### src/rtl/grad_mag_orient.sv
// Gradient magnitude and orientation-octant stage: streams x/y gradient BRAMs, writes mag/bin BRAMs.
// Define GRAD_MAG_L2_APPROX_EN to use max+min/2 magnitude instead of the default L1 |gx|+|gy|.
module grad_mag_orient #(
  parameter int unsigned WIDTH     = 64,
  parameter int unsigned HEIGHT    = 64,
  parameter int unsigned BIT_DEPTH = 8
) (
  input  logic                              clk_in,
  input  logic                              rst_n_in,
  input  logic                              start_in,
  output logic                              busy_out,
  output logic                              done_out,
  output logic [$clog2(WIDTH*HEIGHT)-1:0]   grad_read_addr,
  output logic                              grad_read_valid,
  input  logic [BIT_DEPTH:0]                x_grad_in,
  input  logic [BIT_DEPTH:0]                y_grad_in,
  output logic [$clog2(WIDTH*HEIGHT)-1:0]   out_write_addr,
  output logic                              out_write_valid,
  output logic [BIT_DEPTH-1:0]              mag_out,
  output logic [2:0]                        bin_out
);

  localparam int unsigned N  = WIDTH * HEIGHT;
  localparam int unsigned AW = $clog2(N);
  localparam int unsigned GW = BIT_DEPTH + 1;
  localparam logic [AW-1:0] LastAddr = AW'(N - 1);

  typedef enum logic [1:0] {StIdle, StIssue, StDrain} state_e;

  state_e          state_q, state_d;
  logic [AW-1:0]   cnt_q, cnt_d;
  logic            busy_q, busy_d;
  logic            done_q, done_d;

  // Read strobe and address travel together through a 3-deep delay line
  logic [2:0]      vld_q;
  logic [AW-1:0]   addr1_q, addr2_q, addr3_q;
  logic [BIT_DEPTH-1:0] mag_q;
  logic [2:0]      bin_q;

  logic [GW-1:0]   ax, ay;
  logic [GW:0]     sum_raw;
  logic [BIT_DEPTH-1:0] mag_sat;
  logic [2:0]      bin_d;
  logic            x_neg, y_neg, x_zero, y_zero, x_pos, y_pos;

  // State register
  always_ff @(posedge clk_in or negedge rst_n_in) begin
    if (!rst_n_in) begin
      state_q <= StIdle;
      cnt_q   <= '0;
      busy_q  <= 1'b0;
      done_q  <= 1'b0;
    end else begin
      state_q <= state_d;
      cnt_q   <= cnt_d;
      busy_q  <= busy_d;
      done_q  <= done_d;
    end
  end

  // Next-state logic
  always_comb begin
    state_d = state_q;
    cnt_d   = cnt_q;
    busy_d  = busy_q;
    done_d  = 1'b0;
    case (state_q)
      StIdle: begin
        if (start_in) begin
          state_d = StIssue;
          cnt_d   = '0;
          busy_d  = 1'b1;
        end
      end
      StIssue: begin
        if (cnt_q == LastAddr) begin
          state_d = StDrain;
        end else begin
          cnt_d = cnt_q + AW'(1);
        end
      end
      StDrain: begin
        if (vld_q[2] && (addr3_q == LastAddr)) begin
          state_d = StIdle;
          busy_d  = 1'b0;
          done_d  = 1'b1;
        end
      end
      default: state_d = StIdle;
    endcase
  end

  // Output logic
  always_comb begin
    grad_read_valid = (state_q == StIssue);
    grad_read_addr  = cnt_q;
    busy_out        = busy_q;
    done_out        = done_q;
    out_write_valid = vld_q[2];
    out_write_addr  = addr3_q;
    mag_out         = mag_q;
    bin_out         = bin_q;
  end

  // Magnitude: absolute values fit in GW bits, even for -2^BIT_DEPTH
  always_comb begin
    ax = x_grad_in[GW-1] ? (~x_grad_in + GW'(1)) : x_grad_in;
    ay = y_grad_in[GW-1] ? (~y_grad_in + GW'(1)) : y_grad_in;
`ifdef GRAD_MAG_L2_APPROX_EN
    if (ax >= ay) begin
      sum_raw = {1'b0, ax} + ({1'b0, ay} >> 1);
    end else begin
      sum_raw = {1'b0, ay} + ({1'b0, ax} >> 1);
    end
`else
    sum_raw = {1'b0, ax} + {1'b0, ay};
`endif
    mag_sat = (|sum_raw[GW:BIT_DEPTH]) ? '1 : sum_raw[BIT_DEPTH-1:0];
  end

  // Octant from quadrant plus a |gy| vs |gx| comparison
  always_comb begin
    x_neg  = x_grad_in[GW-1];
    y_neg  = y_grad_in[GW-1];
    x_zero = (x_grad_in == '0);
    y_zero = (y_grad_in == '0);
    x_pos  = !x_neg && !x_zero;
    y_pos  = !y_neg && !y_zero;
    if (x_zero && y_zero) begin
      bin_d = 3'd0;
    end else if (x_pos && !y_neg) begin
      bin_d = (ay < ax) ? 3'd0 : 3'd1;
    end else if (!x_pos && y_pos) begin
      bin_d = (ax < ay) ? 3'd2 : 3'd3;
    end else if (x_neg && !y_pos) begin
      bin_d = (ay < ax) ? 3'd4 : 3'd5;
    end else begin
      bin_d = (ax < ay) ? 3'd6 : 3'd7;
    end
  end

  always_ff @(posedge clk_in or negedge rst_n_in) begin
    if (!rst_n_in) begin
      vld_q   <= '0;
      addr1_q <= '0;
      addr2_q <= '0;
      addr3_q <= '0;
      mag_q   <= '0;
      bin_q   <= '0;
    end else begin
      vld_q   <= {vld_q[1:0], grad_read_valid};
      addr1_q <= grad_read_addr;
      addr2_q <= addr1_q;
      addr3_q <= addr2_q;
      mag_q   <= vld_q[1] ? mag_sat : '0;
      bin_q   <= vld_q[1] ? bin_d : 3'd0;
    end
  end

endmodule
### config.mk
export PLATFORM = sky130hd
export DESIGN_NAME = grad_mag_orient
export DESIGN_NICKNAME = d
export VERILOG_FILES = /design/src/rtl/grad_mag_orient.sv
export SDC_FILE = /design/constraint.sdc
export NUM_CORES = 1
export LEC_CHECK = 0
export ABC_AREA = 1
export ABC_CLOCK_PERIOD_IN_PS = 2029
export CORE_MARGIN = 3
export CORE_UTILIZATION = 57
export DETAILED_ROUTE_END_ITERATION = 7
export DONT_BUFFER_PORTS = 1
export HOLD_SLACK_MARGIN = 0.05
export PLACE_DENSITY = 0.72
export SYNTH_ARGS = -nofsm -noshare
export SYNTH_HDL_FRONTEND = slang
export SYNTH_SLANG_ARGS = --single-unit
### constraint.sdc
create_clock -name clk_in -period 2.03 [get_ports clk_in]
set_input_delay 0.203 -clock clk_in [delete_from_list [all_inputs] [get_ports clk_in]]
set_output_delay 0.203 -clock clk_in [all_outputs]
set_load 0.05 [all_outputs]
Word-level counts from Yosys, hierarchy flattened
Index checks and enable logic that the tools add are counted. W data, S select, Z words.

Reduce and logical (&&, ||, !) cells: 22. Bitwise operators: 2. Add/sub/neg operators: 4. Eq/ne operators: 8. Order comparisons: 2. Muxes and demuxes: 25.

Operator list (number): $eq A12 B12 Y1 const B (2); $mux W12 (2); $pmux W12 S2 (1); $add A9 B1 Y9 const B (2); $logic_not A9 Y1 (2); $lt A9 B9 Y1 (2); $mux W9 (2); $not A9 Y9 (2); $mux W8 (2); $add A12 B1 Y12 const B (1); $mux W3 (4); $add A9 B9 Y10 (1); $reduce_and A3 Y1 (3); $mux W1 (8); $mux W2 (4); $logic_and A1 B1 Y1 (7); $logic_not A1 Y1 (6); $ne A2 B2 Y1 const B (3); $pmux W2 S3 (1); $reduce_bool A2 Y1 (2); $eq A2 B1 Y1 const B (1); $eq A2 B2 Y1 const B (1); $logic_not A2 Y1 (1); $ne A2 B1 Y1 const B (1); other kinds (2) (2).

Bits of input ports: 21. Flip-flop bits (word level): 66. Output and inout bits: 39.

Depth between registers and ports, before layout
Gate-level depths: netlist of run 1.

Word-level depth: 10. Depth in mapped cells: 19. Mapped depth without buffers: 18.

Worst setup path after synthesis of run 1
No wires, ideal clock.

Path kind: input port to flip-flop. From: in x_grad_in[0]. To: reg mag_q[5] (netlist: mag_out[5]). Required time: 1.916 ns. Slack: -0.109 ns. Arrival time: 2.026 ns. Cell stages on the path: 15. Cell sequence: inv_1 ha_1 inv_1 o31ai_1 xor2_1 ha_1 inv_1 nand2_1 nand2_1 a21oi_1 nand2_1 nor2_2 nand3_1 nand2_1 inv_1.

Cells in the longest elaborated chain, start to end: 7.

Ends and longest elaborated chain: from (decl) (line 15) `input logic [BIT_DEPTH:0] x_grad_in,`; $not A9 Y9 (line 108) `ax = x_grad_in[GW-1] ? (~x_grad_in + GW'(1)) : x_grad_in;`; $add A9 B1 Y9 (line 108); $mux W9 (*) (line 108); $add A9 B9 Y10 (*) (line 117) `sum_raw = {1'b0, ax} + {1'b0, ay};`; $reduce_or A2 Y1 (line 119) `mag_sat = (|sum_raw[GW:BIT_DEPTH]) ? '1 : sum_raw[BIT_DEPTH-1:0];`; $mux W8 (*) (line 119); $mux W8 (*) (line 156) `mag_q <= vld_q[1] ? mag_sat : '0;`; to (signal assigned) (line 156); to (decl) (line 38) `logic [BIT_DEPTH-1:0] mag_q;`.

Every way passes the cells marked *; elsewhere a longest branch is shown, timed or not. A chain may end at the register's enable or synchronous reset.

Final worst setup path of run 1
From: in y_grad_in[0]. To: reg mag_q[1] (netlist: mag_out[1]).

Cells in the longest elaborated chain, start to end: 7.

Ends and longest elaborated chain: from (decl) (line 16) `input logic [BIT_DEPTH:0] y_grad_in,`; $not A9 Y9 (line 109) `ay = y_grad_in[GW-1] ? (~y_grad_in + GW'(1)) : y_grad_in;`; $add A9 B1 Y9 (line 109); $mux W9 (*) (line 109); $add A9 B9 Y10 (*) (line 117); $reduce_or A2 Y1 (line 119); $mux W8 (*) (line 119); $mux W8 (*) (line 156).

Marks and branches as above.

==> results of run 1 <==
state kept, by name, indices dropped and copies added (netlist names):
register        count
addr2_q            12
vld_q               3
state_q             2
addr1_q            12
busy_out            1
mag_out             8
bin_out             3
out_write_addr     12
done_out            1
grad_read_addr     12
metrics by stage:
stage          power (mW)  hold slack (ns)  setup WS, ns
6_report             3.27            0.130        0.0834
5_1_grt              3.45            0.165      -0.00874
4_1_cts              3.28            0.116        0.0766
3_5_place_dp         2.12          -0.0913        -0.276
3_3_place_gp         2.09          -0.0912        -0.193
2_1_floorplan        1.88          -0.0926        0.0107
layout make-up:
class	instances	area (µm²)
Timing Repair Buffer	60	475
Tap cell	72	90.1
Clock buffer	9	124
Inverter	81	308
Clock inverter	7	78.8
Multi-Input combinational cell	263	1610
Sequential cell	66	1650
Fill cell	401	1370
layer usage:
layer,part of all wire,vias to the layer above,routed length [µm]
met3,0.076,10,603
met2,0.48,93,3820
met1,0.43,1360,3390
met5,0,-,0
li1,-,1411,-
met4,0.0096,0,76
cell usage in the layout, fill, tap and decap left out, types with 3 or more instances in the layout:
master,count
buf_4,57
nor3_2,4
nand3_1,30
ha_4,3
nand4_1,5
xor2_1,20
nand2_4,3
clkinv_4,4
nor2_1,29
nand2_1,92
inv_2,3
a21oi_1,6
o21ai_2,5
clkbuf_8,9
nand2_2,8
nor2_2,4
ha_1,17
o21ai_0,9
dfrtp_1,66
inv_1,77
o21ai_1,3
nor3_1,7
timing repair:
action / 4_1_cts / 5_1_grt
hold endpoints to repair: 67 / 0
gates resized for setup: 0 / 10
hold buffers: 3 / 0
endpoints found under the setup margin: 0 / 9
setup buffers: 0 / 0
logic make-up (layout without fill, tap and decap cells):
logic type               count (synthesis)  in the layout  share of synthesized area
flip-flops                              66             66                      0.473
buffers and inverters                   86            157                     0.0954
AND/OR/NAND/NOR                        188            188                      0.239
AO/OA/AOI/OAI                           32             32                     0.0588
adder cells (fa/ha/maj)                 22             22                     0.0810
XOR/XNOR                                21             21                     0.0527
power by group through the flow:
| stage | logic (mW) | registers, mW | clock network, mW |
|---|---|---|---|
| floorplan | 0.460 | 1.42 | 0 |
| global placement | 0.719 | 1.37 | 0 |
| detailed placement | 0.752 | 1.37 | 0 |
| CTS | 0.791 | 1.35 | 1.14 |
| global route | 0.893 | 1.35 | 1.21 |
| finish | 0.801 | 1.35 | 1.12 |
worst reg2reg max path, stage by stage, from the launching register on:
cell and delay (ns):
dfrtp_1 0.38, ha_1 0.24, nand2_1 0.12, inv_1 0.06, nand2_2 0.11, nor2_4 0.05
nand2_4 0.10, nand2_4 0.06, nand2_4 0.18, inv_2 0.10, nand2_1 0.06, o21ai_0 0.07
path summary, 6_finish.rpt:
kind / slack (ns) / start / depth (start not counted) / endpoint
max: 0.08 / y_grad_in[0] / 16 / mag_out[1]
min: 0.13 / x_grad_in[8] / 4 / bin_out[0]
max reg2reg: 0.37 / grad_read_addr[0] / 11 / grad_read_addr[0]
min reg2reg: 0.34 / addr2_q[7] / 0 / out_write_addr[7]
max in group asynchronous: 1.37 / rst_n_in / 2 / out_write_addr[3]
min in group asynchronous: 0.39 / rst_n_in / 2 / mag_out[5]
==> run summary, run 1 <==
initial antenna violation count -> 0
layout cells sized above 1 -> 0.239
met1 usage -> 0.299
Area growth, synth to finish -> 24.4%
CP arrival -> 2.19 ns
Synth top area share -> 0.473
gpl congestion -> 0.864
Finish-stage setup viols -> 0
remaining antenna violation count -> 0
synthesized area -> 3490 µm²
Crit Path Max Fanout -> 8
max-cap violations -> 0
sequential cell area fraction in the yosys report -> 0.473
Main synth FF type -> dfrtp_1
flops & latches, synth -> 66
Worst Path Required -> 2.27 ns
sequential share of power -> 0.412
cell mode on critical path -> nand2_1
Sw Ratio -> 0.317
TritonCTS clock tree -> done
WL/cell -> 14.1 µm
Setup TNS -> 0 ns
Critical Path Slowest Stage Cell -> ha_1
Worst-Margin Slew -> 0.470 ns
fmax -> 514 MHz
Die Y -> 84.2 µm
CP bufs+invs -> 3
Final Hold Fails -> 0
row cnt -> 27
largest cells by area after synthesis -> dfrtp_1 47%, nand2_1 10%, inv_1 8.5%
Most Crowded Layer GR -> met2
largest area contributor in the netlist -> dfrtp_1
crit path cell chain -> inv_1 > ha_4 > nand3_1 > nand2_1 > xor2_1 > ha_1 > nand2_1 > nand2_1 > inv_1 > nand2_1 > nand2_1 > nand2_2 > nor2_4 > nand3_1 > nand2_1 > inv_1
GR Util All Layers -> 0.233
Ports -> 60
relative slew slack -> 0.686
core area -> 5710 µm²
vias in the first global route -> 2,937
Port Buffers -> 0
post-DR vias/cell -> 5.15
Clk Latency, worst-skew pair -> 0.34 ns
final instance area -> 4340 µm²
Clock Power Share -> 0.343
H-tree depth -> 3
Non-Filler Instances -> 558
Slew Limit Fails -> 0
first-pass GRT wire length -> 13,300 µm
Clk pin slew, worst setup/hold paths -> 0.08 ns
Post-synth top cells -> 96 x nand2_1, 79 x inv_1, 66 x dfrtp_1, 32 x nor2_1, 30 x nand3_1
clk sinks -> 66
syn avg cell area -> 8.41 µm²
Largest stage delay, worst path -> 0.34 ns
Placed Cells -> 539
sw power -> 1.04 mW
# DRC -> 0
Post-Route Skew -> 0.0125 ns
CP Class -> in2reg
cells after synthesis -> 415
Initial DRC Count -> 148
syn_nets -> 458
diodes inserted -> 0
M3 GR Usage -> 0.0648
asr flop ratio synth -> 1.00
drt pass-1 iters -> 4
number of distinct library cells after synthesis -> 32
Final min period -> 1.95 ns
final worst-path cycle share -> 0.959
most common cell in the netlist -> nand2_1
Pint -> 2.23 mW
Post-Route WL -> 7890 µm
crit path launch type -> primary input
Pwr per Cell Area -> 753 nW/µm²
routed vias -> 2,874
Clock Tree Root -> clkbuf_8
Comb pwr share -> 0.245
cell area after placement -> 4060 µm²
Util after Layout -> 0.760
grt ovf -> 0
die width -> 84.2 µm
Hold/Removal Path Class -> in2reg
met2 GRT Util -> 0.388
Synth warnings -> 0
CP top delay family -> simple AND/OR/NAND/NOR gates
Max VDD drop -> 0.000500 V
Initial Utilization -> 0.611
largest net degree at the start of global routing -> 67
Clock Tree Buf Depth -> 2
hpwl dp -> 6180 µm
Crit. End Element -> flip-flop
die area -> 7100 µm²
status -> finished, final reports clean
EDFF count, synth -> 0
Leak -> 2.29 nW
Num CTS Buffers -> 9
final net count -> 524
No activity file was read; power rests on OpenSTA's default activity.
==> inputs of run 2 (changes only) <==
--- a/config.mk
+++ b/config.mk
@@ -7,7 +7,7 @@
 export LEC_CHECK = 0
 export ABC_AREA = 1
 export ABC_CLOCK_PERIOD_IN_PS = 2029
-export CORE_MARGIN = 3
+export CORE_MARGIN = 10
 export CORE_UTILIZATION = 57
 export DETAILED_ROUTE_END_ITERATION = 7
 export DONT_BUFFER_PORTS = 1
==> run 2 against run 1 <==
Die area increased by 36%. Critical path depth is the same. Global-route usage decreased by 7.0 points. Worst setup slack improved by 0.077 ns. Worst hold slack improved by 0.0039 ns. Via count is 2.4% lower. Clock-buffer cell count did not move. Maximum frequency up 4.1%. Critical path type unchanged. Total power increased by 4.1%.
==> run summary, run 2 (synthesized netlist as in run 1, its figures left out) <==
status -> finished, final reports clean
hpwl dp -> 6130 µm
final worst-path cycle share -> 0.921
CP bufs+invs -> 4
Post-Route Skew -> 0.0110 ns
Placed Cells -> 542
Worst Path Required -> 2.26 ns
crit path cell chain -> inv_1 > ha_2 > nand3_1 > or2_4 > nor2_4 > inv_1 > ha_4 > nor2_1 > nand2_1 > inv_1 > nand2_1 > nand2_2 > nor2_4 > nand3_1 > nand2_1 > inv_1
Leak -> 2.33 nW
cell mode on critical path -> inv_1
first-pass GRT wire length -> 13,000 µm
Largest stage delay, worst path -> 0.29 ns
max-cap violations -> 0
post-DR vias/cell -> 4.97
Hold/Removal Path Class -> in2reg
initial antenna violation count -> 0
Slew Limit Fails -> 0
Util after Layout -> 0.753
routed vias -> 2,806
Crit. End Element -> flip-flop
row cnt -> 28
Clock Tree Buf Depth -> 2
grt ovf -> 0
Final Hold Fails -> 0
Non-Filler Instances -> 565
diodes inserted -> 0
GR Util All Layers -> 0.164
TritonCTS clock tree -> done
largest net degree at the start of global routing -> 67
Finish-stage setup viols -> 0
Clk Latency, worst-skew pair -> 0.34 ns
Clock Tree Root -> clkbuf_8
Critical Path Slowest Stage Cell -> or2_4
WL/cell -> 14.2 µm
Clk pin slew, worst setup/hold paths -> 0.08 ns
Num CTS Buffers -> 9
Worst-Margin Slew -> 0.480 ns
Area growth, synth to finish -> 27.8%
relative slew slack -> 0.680
CP Class -> in2reg
Ports -> 60
gpl congestion -> 0.853
Max VDD drop -> 0.000671 V
remaining antenna violation count -> 0
core area -> 5920 µm²
commonest cells after routing, fill and taps aside -> 91 x nand2_1, 77 x inv_1, 66 x dfrtp_1, 61 x buf_4
Final min period -> 1.87 ns
CP arrival -> 2.10 ns
layout cells sized above 1 -> 0.263
die area -> 9650 µm²
Post-Route WL -> 8000 µm
fmax -> 535 MHz
final net count -> 528
# DRC -> 0
Port Buffers -> 0
vias in the first global route -> 2,733
drt pass-1 iters -> 6
Initial DRC Count -> 136
H-tree depth -> 3
Pwr per Cell Area -> 763 nW/µm²
die width -> 98.2 µm
Crit Path Max Fanout -> 8
CP top delay family -> simple AND/OR/NAND/NOR gates
clk sinks -> 66
Initial Utilization -> 0.589
commonest non-fill, non-tap cell in the layout -> nand2_1
Die Y -> 98.2 µm
crit path launch type -> primary input
==> run 2: cell types whose count changed in the layout (fill, tap and decap cells not counted), sizes merged <==
| cell | delta |
|---|---|
| inv | +1 |
| buf | +4 |
| clkinvlp | +1 |
| bufinv | +1 |
| clkinv | -3 |
==> run 2: area by class of cell <==
class                   count  area [µm²]
inverters                  81         308
clock buffers               9         124
clock inverters             7         101
well taps                  75        93.8
fillers                   412        1460
repair buffers             64         505
multi-input cells         263        1670
flip-flops and latches     66        1650
==> run 2: what timing repair did <==
| item | 4_1_cts | 5_1_grt |
|---|---|---|
| resized for setup | 0 | 22 |
| hold buffers | 3 | 0 |
| buffers inserted | 0 | 4 |
| endpoints found under the hold margin | 67 | 0 |
| endpoints found under the setup margin | 0 | 9 |
==> run 2: power breakdown <==
part | internal (mW) | switching [mW] | total [mW]
logic | 0.347 | 0.484 | 0.832
registers | 1.33 | 0.0162 | 1.35
clock network | 0.703 | 0.520 | 1.22
total | 2.38 | 1.02 | 3.40
==> run 2: per-layer routing <==
metal,routed length [µm],GRT usage
met1,3480,0.200
met2,3780,0.253
met3,657,0.0719
met4,81,0.0540
met5,0,0
==> run 2: stage by stage <==
step                setup WS (ns)  TNS (ns)  hold WS (ns)  area (µm²)  power (mW)
floorplan                  0.0107         0       -0.0926        3580        1.88
global placement           -0.227     -1.96       -0.0907        4070        2.09
detailed placement         -0.310     -2.60       -0.0906        4070        2.11
CTS                        0.0436         0         0.121        4340        3.37
global route              -0.0151   -0.0168         0.142        4460        3.58
finish                      0.161         0         0.134        4460        3.40
==> run 2: worst reg2reg max path: stages (launching register included) <==
cell and delay, ns:
dfrtp_1 0.39, ha_1 0.26, nand2_1 0.12, inv_1 0.06, nand2_2 0.12, nor2_4 0.06, nand2_4 0.09, nand2_4 0.06
nand2_4 0.18, inv_2 0.10, nand2_1 0.06, o21ai_0 0.07
==> run 2: path summary, 6_finish.rpt <==
kind,startpoint,to,slack [ns],depth (start not counted)
min,x_grad_in[8],bin_out[0],0.13,4
min in group asynchronous,rst_n_in,mag_out[7],0.39,2
max in group asynchronous,rst_n_in,addr1_q[3],1.39,2
min reg2reg,vld_q[0],vld_q[1],0.35,0
max reg2reg,grad_read_addr[0],grad_read_addr[0],0.36,11
max,y_grad_in[0],mag_out[0],0.16,16
